File: src/rtl/cpu7_exu_wbarb.sv
// Integer register-file write-port arbiter: LSU load returns beat a small ALU result FIFO.
// Also holds the pending-load scoreboard that drives the decode-stage interlock.
module cpu7_exu_wbarb #(
   parameter int GRLEN    = 32,
   parameter int AQ_DEPTH = 2,
   parameter int LD_MAX   = 4
) (
   input  logic             clk,
   input  logic             reset,
   input  logic             alu_wb_valid_m,
   input  logic [4:0]       alu_wb_rd_m,
   input  logic [GRLEN-1:0] alu_wb_data_m,
   input  logic [GRLEN-1:0] alu_wb_pc_m,
   output logic             wbarb_alu_ready_m,
   input  logic             lsu_wb_valid_m,
   input  logic [4:0]       lsu_wb_rd_m,
   input  logic [GRLEN-1:0] lsu_wb_data_m,
   input  logic [GRLEN-1:0] lsu_wb_pc_m,
   input  logic             load_issue_e,
   input  logic [4:0]       load_rd_e,
   input  logic             dec_valid_d,
   input  logic [4:0]       dec_rs1_d,
   input  logic [4:0]       dec_rs2_d,
   input  logic [4:0]       dec_rd_d,
   input  logic             dec_is_load_d,
   output logic             wbarb_stall_d,
   output logic             wbarb_irf_wen_w,
   output logic [4:0]       wbarb_irf_rd_w,
   output logic [GRLEN-1:0] wbarb_irf_data_w,
   output logic [GRLEN-1:0] wbarb_pc_w,
   output logic             wbarb_err
);
   localparam int PW = (AQ_DEPTH > 1) ? $clog2(AQ_DEPTH) : 1;
   localparam int CW = $clog2(AQ_DEPTH + 1);
   localparam int LW = $clog2(LD_MAX + 1);

   typedef struct packed {
      logic [4:0]       rd;
      logic [GRLEN-1:0] data;
      logic [GRLEN-1:0] pc;
   } aq_ent_t;

   aq_ent_t          aq_q   [AQ_DEPTH];
   aq_ent_t          aq_d   [AQ_DEPTH];
   logic             vld_q  [AQ_DEPTH];
   logic             vld_d  [AQ_DEPTH];
   logic [PW-1:0]    wptr_q, wptr_d, rptr_q, rptr_d;
   logic [CW-1:0]    cnt_q, cnt_d;
   logic [31:0]      pend_q, pend_d;
   logic [LW-1:0]    ldcnt_q, ldcnt_d;
   logic             err_q, err_d;
   logic             wen_q, wen_d;
   logic [4:0]       rd_q, rd_d;
   logic [GRLEN-1:0] data_q, data_d, pc_q, pc_d;

   logic             alu_push, aq_pop, ld_full, ld_hit, ld_inc;
   logic             sb_hit, aq_hit;
   aq_ent_t          head;

   function automatic logic [PW-1:0] ptr_inc(input logic [PW-1:0] p);
      return (p == PW'(AQ_DEPTH - 1)) ? '0 : p + PW'(1);
   endfunction

   function automatic logic rd_match(input logic [4:0] r, input logic [4:0] a,
                                     input logic [4:0] b, input logic [4:0] c);
      return (r != 5'd0) && ((r == a) || (r == b) || (r == c));
   endfunction

   assign wbarb_alu_ready_m = (cnt_q < CW'(AQ_DEPTH));

   always_comb begin
      aq_d     = aq_q;
      vld_d    = vld_q;
      wptr_d   = wptr_q;
      rptr_d   = rptr_q;
      head     = aq_q[rptr_q];
      alu_push = alu_wb_valid_m & wbarb_alu_ready_m;
      aq_pop   = ~lsu_wb_valid_m & (cnt_q != '0);
      if (alu_push) begin
         aq_d[wptr_q]  = '{rd: alu_wb_rd_m, data: alu_wb_data_m, pc: alu_wb_pc_m};
         vld_d[wptr_q] = 1'b1;
         wptr_d        = ptr_inc(wptr_q);
      end
      if (aq_pop) begin
         vld_d[rptr_q] = 1'b0;
         rptr_d        = ptr_inc(rptr_q);
      end
      cnt_d = cnt_q + CW'(alu_push) - CW'(aq_pop);

      // rd==0 still occupies the port and updates rd/data/pc; only the enable is suppressed.
      wen_d  = 1'b0;
      rd_d   = rd_q;
      data_d = data_q;
      pc_d   = pc_q;
      if (lsu_wb_valid_m) begin
         wen_d  = (lsu_wb_rd_m != 5'd0);
         rd_d   = lsu_wb_rd_m;
         data_d = lsu_wb_data_m;
         pc_d   = lsu_wb_pc_m;
      end else if (aq_pop) begin
         wen_d  = (head.rd != 5'd0);
         rd_d   = head.rd;
         data_d = head.data;
         pc_d   = head.pc;
      end
   end

   always_comb begin
      ld_full = (ldcnt_q == LW'(LD_MAX));
      ld_hit  = lsu_wb_valid_m & pend_q[lsu_wb_rd_m];
      // An issue at the limit only counts if a return frees a slot in the same cycle.
      ld_inc  = load_issue_e & (~ld_full | ld_hit);
      ldcnt_d = ldcnt_q + LW'(ld_inc) - LW'(ld_hit);
      pend_d  = pend_q;
      if (lsu_wb_valid_m) pend_d[lsu_wb_rd_m] = 1'b0;
      if (load_issue_e)   pend_d[load_rd_e]   = 1'b1;
      pend_d[0] = 1'b0;
      err_d = err_q
            | (lsu_wb_valid_m & ~pend_q[lsu_wb_rd_m])
            | (load_issue_e & ld_full & ~ld_hit);
   end

   // The entry sitting in the _w stage has already left pend_q and the FIFO;
   // register-file write-through serves a decode read of it, so it never stalls.
   always_comb begin
      sb_hit = pend_q[dec_rs1_d] | pend_q[dec_rs2_d] | pend_q[dec_rd_d];
      aq_hit = 1'b0;
      for (int i = 0; i < AQ_DEPTH; i++) begin
         if (vld_q[i] && rd_match(aq_q[i].rd, dec_rs1_d, dec_rs2_d, dec_rd_d))
            aq_hit = 1'b1;
      end
      wbarb_stall_d = dec_valid_d & (sb_hit | aq_hit | (dec_is_load_d & ld_full));
   end

   always_ff @(posedge clk) begin
      if (reset) begin
         for (int i = 0; i < AQ_DEPTH; i++) begin
            aq_q[i]  <= '0;
            vld_q[i] <= 1'b0;
         end
         wptr_q  <= '0;
         rptr_q  <= '0;
         cnt_q   <= '0;
         pend_q  <= '0;
         ldcnt_q <= '0;
         err_q   <= 1'b0;
         wen_q   <= 1'b0;
         rd_q    <= '0;
         data_q  <= '0;
         pc_q    <= '0;
      end else begin
         aq_q    <= aq_d;
         vld_q   <= vld_d;
         wptr_q  <= wptr_d;
         rptr_q  <= rptr_d;
         cnt_q   <= cnt_d;
         pend_q  <= pend_d;
         ldcnt_q <= ldcnt_d;
         err_q   <= err_d;
         wen_q   <= wen_d;
         rd_q    <= rd_d;
         data_q  <= data_d;
         pc_q    <= pc_d;
      end
   end

   assign wbarb_irf_wen_w  = wen_q;
   assign wbarb_irf_rd_w   = rd_q;
   assign wbarb_irf_data_w = data_q;
   assign wbarb_pc_w       = pc_q;
   assign wbarb_err        = err_q;

endmodule

File: config.mk
export PLATFORM = sky130hd
export DESIGN_NAME = cpu7_exu_wbarb
export DESIGN_NICKNAME = d
export VERILOG_FILES = /design/src/rtl/cpu7_exu_wbarb.sv
export SDC_FILE = /design/constraint.sdc
export NUM_CORES = 1
export LEC_CHECK = 0
export BUFFER_PORTS_ARGS = -buffer_cell sky130_fd_sc_hd__buf_4
export CORE_ASPECT_RATIO = 0.75
export CORE_UTILIZATION = 44
export DETAILED_ROUTE_END_ITERATION = 6
export GPL_TIMING_DRIVEN = 0
export PLACE_DENSITY = 0.78
export SYNTH_ARGS = -nofsm -noshare
export SYNTH_HDL_FRONTEND = slang
export SYNTH_SLANG_ARGS = --single-unit
File: constraint.sdc
create_clock -name clk -period 9 [get_ports clk]
set_input_delay 1.35 -clock clk [delete_from_list [all_inputs] [get_ports clk]]
set_output_delay 1.35 -clock clk [all_outputs]
set_load 0.005 [all_outputs]
==> results.toml <==
[synth]
synth_flop_cell = "dfxtp_1"
synth_edf_count = 0
synthCells = 1464
syn_nets = 1634
synth_async_sr_flop_share_pct = 0
yosysTopAreaCell = "dfxtp_1"
synth_top_area_share_pct = 42.5
synth-seq-area-share_pct = 42.5
synth_cell_types = 53
ys_seq_elements = 249
synth_warnings = 0
synth_area_leaders = "dfxtp_1 (43%), a21oi_1 (11%), nand2_1 (10%)"
syn_area_um2 = 11700
syn_avg_cell_area_um2 = 8.01

[global_routing]
overflow = 0
grt_pass1_vias = 10700
grt_pass1_wl_um = 57400
antenna_found_initial = 1
grt_use_total_pct = 26.5
grt_max_degree = 14

[power_and_ir_drop]
p_total_w = 0.00343
power_density_nw_per_um2 = 234
p_leak_nw = 5.63
vdd_drop_max_mv = 0.148

[timing]
fin_skew_ns = 0.0265
max_slew_margin_pct = 30.0
finalSetupViolCount = 0
period_needed_ns = 4.53
rsz0062_at_grt = "no"
fin_setup_tns_ns = 0
timing.hold.ws_ns = 0.454
finalCritPeriodShare_pct = 50.3
tightest_slew_ns = 1.05
final_max_slew_viol_count = 0
max_clock_freq_mhz = 221
hold_viol = 0

[final_layout]
area_growth_pct = 25.0
seq_area_um2 = 4980
n_fill_cell = 2378
multi_input_area_um2 = 6110
drive_above_1_share_pct = 17.4
utilization_pct = 56.3
nets = 1885
stdcell_count = 2076

[clocking]
post-cts-setup-buffers = 0
cts_root_buf = "clkbuf_16"
cts.clk_slew.worst_paths_ns = 0.06
cts-hold-fix-buffers = 0
ctsHtreeMaxLevel = 1
clock_latency_ns = 0.54
cts_tree = "yes"
cts_buffers = 26
cts_sinks = 249
cts_resized = 0
cts_buffer_depth = 3

[route]
drt_iter0_drc = 971
drtAntennaViolNets = 0
routedWlPerCell_um = 18.1
vias = 11600
via_per_inst = 5.58
drcViolationCount = 0
drt_wl_total_um = 37600
firstDrtPassIters = 5

[floorplan]
fp.coreArea_um2 = 26000
std_cell_rows = 51
start_util_pct = 45.0
dieArea_um2 = 27300
io_pins = 238
die_w_um = 190
fp.dieH_um = 143

[critical_path]
startpoint_type = "primary input"
critPathTopFamily = "multiplexers"
slowest_delay_ns = 0.40
cp_max_fo = 10
cp_data_required_time_ns = 7.65
critPathBufInv = 3
criticalPathCategory = "in -> out"
worstPathCellList = "buf_4, clkbuf_1, mux4_2, mux2_2, and3_1, nor4_1, a41oi_1, buf_4"
critPathCaptureType = "output port"
slowest_stage = "clkbuf_1"
critPathArrivalTime_ns = 3.18
crit_top_cell = "buf_4"

[placement]
place_congestion = 0.974
io_buffers = 223
hpwl_um = 27200
place_inst = 2031

[run]
maxCapViolCount = 0

[status]
status = "complete, no violations"

[worst_hold_path]
hold_class = "reg -> reg"
power breakdown:
part           total (W)  internal (W)  switching [W]
Clock            0.00105      0.000604       0.000444
Sequential       0.00131       0.00123      0.0000728
Combinational    0.00107      0.000422       0.000652
per-stage QoR:
stage               setup slack, ns  instance area [um2]
floorplan                      4.89                11700
CTS                            4.46                14600
finish                         4.47                14600
global route                   4.35                14600
detailed placement             4.48                13800
global placement               4.55                13800
registers in the layout (all words and copies together) (netlist names):
| register | flops |
|---|---|
| vld_q | 2 |
| rptr_q | 1 |
| pend_q | 31 |
| wptr_q | 1 |
| wbarb_irf_rd_w | 5 |
| cnt_q | 2 |
| aq_q | 138 |
| ldcnt_q | 3 |
| wbarb_irf_wen_w | 1 |
| wbarb_err | 1 |
| wbarb_irf_data_w | 32 |
| wbarb_pc_w | 32 |
cell usage in the layout (no fill, tap or decap), types with 19 or more instances in the layout:
cell type / instances
nand2_1: 324
nor2_1: 156
mux2i_1: 98
buf_4: 223
a21oi_1: 247
xor2_1: 19
clkbuf_1: 106
a211oi_1: 69
o21ai_0: 33
clkbuf_16: 26
dfxtp_1: 249
routing by layer:
metal  vias to the layer above  share of wire [%]  global-route usage (%)  routed length [um]
met4                         0                2.7                    7.79                1030
li1                       5511                  -                       -                   -
met2                       553                 43                    40.4               16300
met3                        68                 11                    6.35                3960
met1                      5446                 43                    37.0               16300
met5                         -                  0                       0                   0
worst paths after layout:
path                          from               endpoint  slack [ns]  depth (start not counted)
max                    dec_rd_d[2]          wbarb_stall_d        4.47                          8
min          aq_q[49]$_SDFFE_PP0P_  aq_q[49]$_SDFFE_PP0P_        0.45                          2
min reg2reg  aq_q[49]$_SDFFE_PP0P_  aq_q[49]$_SDFFE_PP0P_        0.45                          2
max reg2reg   pend_q[4]$_SDFF_PP0_  ldcnt_q[2]$_SDFF_PP0_        5.85                         14
layout make-up:
class                   count  share of cell area, %
plain buffers             128                   3.89
clock inverters             5                  0.487
well taps                 344                   2.94
diodes                      1                 0.0171
clock buffers              39                   5.12
inverters                  16                  0.410
repair buffers            223                   11.4
multi-input cells        1071                   41.7
flip-flops and latches    249                   34.0
cell usage after synthesis (all sizes together), types with 2 or more instances:
cell type  count
mux2           5
or3b           3
a31oi          5
a21oi        247
nor2         156
or4            2
nand3b         5
xnor2         16
nor3           8
a211oi        69
nand2        324
ha             4
nand2b         4
mux4          18
and3b          3
o21ai         33
and3           5
dfxtp        249
buf           26
nor2b          6
nor3b          5
nand4          3
inv           15
xor2          19
mux2i         98
nand3         11
a311oi         2
clkbuf       102
o22ai          4
kinds of logic after synthesis:
kind of cell | after synthesis | synth area share (%)
AND/OR/NAND/NOR | 539 | 18.6
adder cells (fa/ha/maj) | 5 | 0.598
XOR/XNOR | 35 | 2.62
AO/OA/AOI/OAI | 371 | 17.8
flip-flops | 249 | 42.5
multiplexers | 121 | 12.5
buffers and inverters | 144 | 5.38
worst register-to-register path, stage by stage (launching register included):
cell      delay (ns)
dfxtp_1         0.38
mux4_1          0.52
inv_1           0.08
o22ai_1         0.07
o41a_1          0.49
nand2b_1        0.17
nand2_1         0.09
ha_1            0.22
inv_1           0.06
ha_1            0.13
inv_1           0.05
fa_1            0.38
xor2_1          0.18
xnor2_1         0.14
nor2_1          0.05
Power figures use the tool's default switching activity.
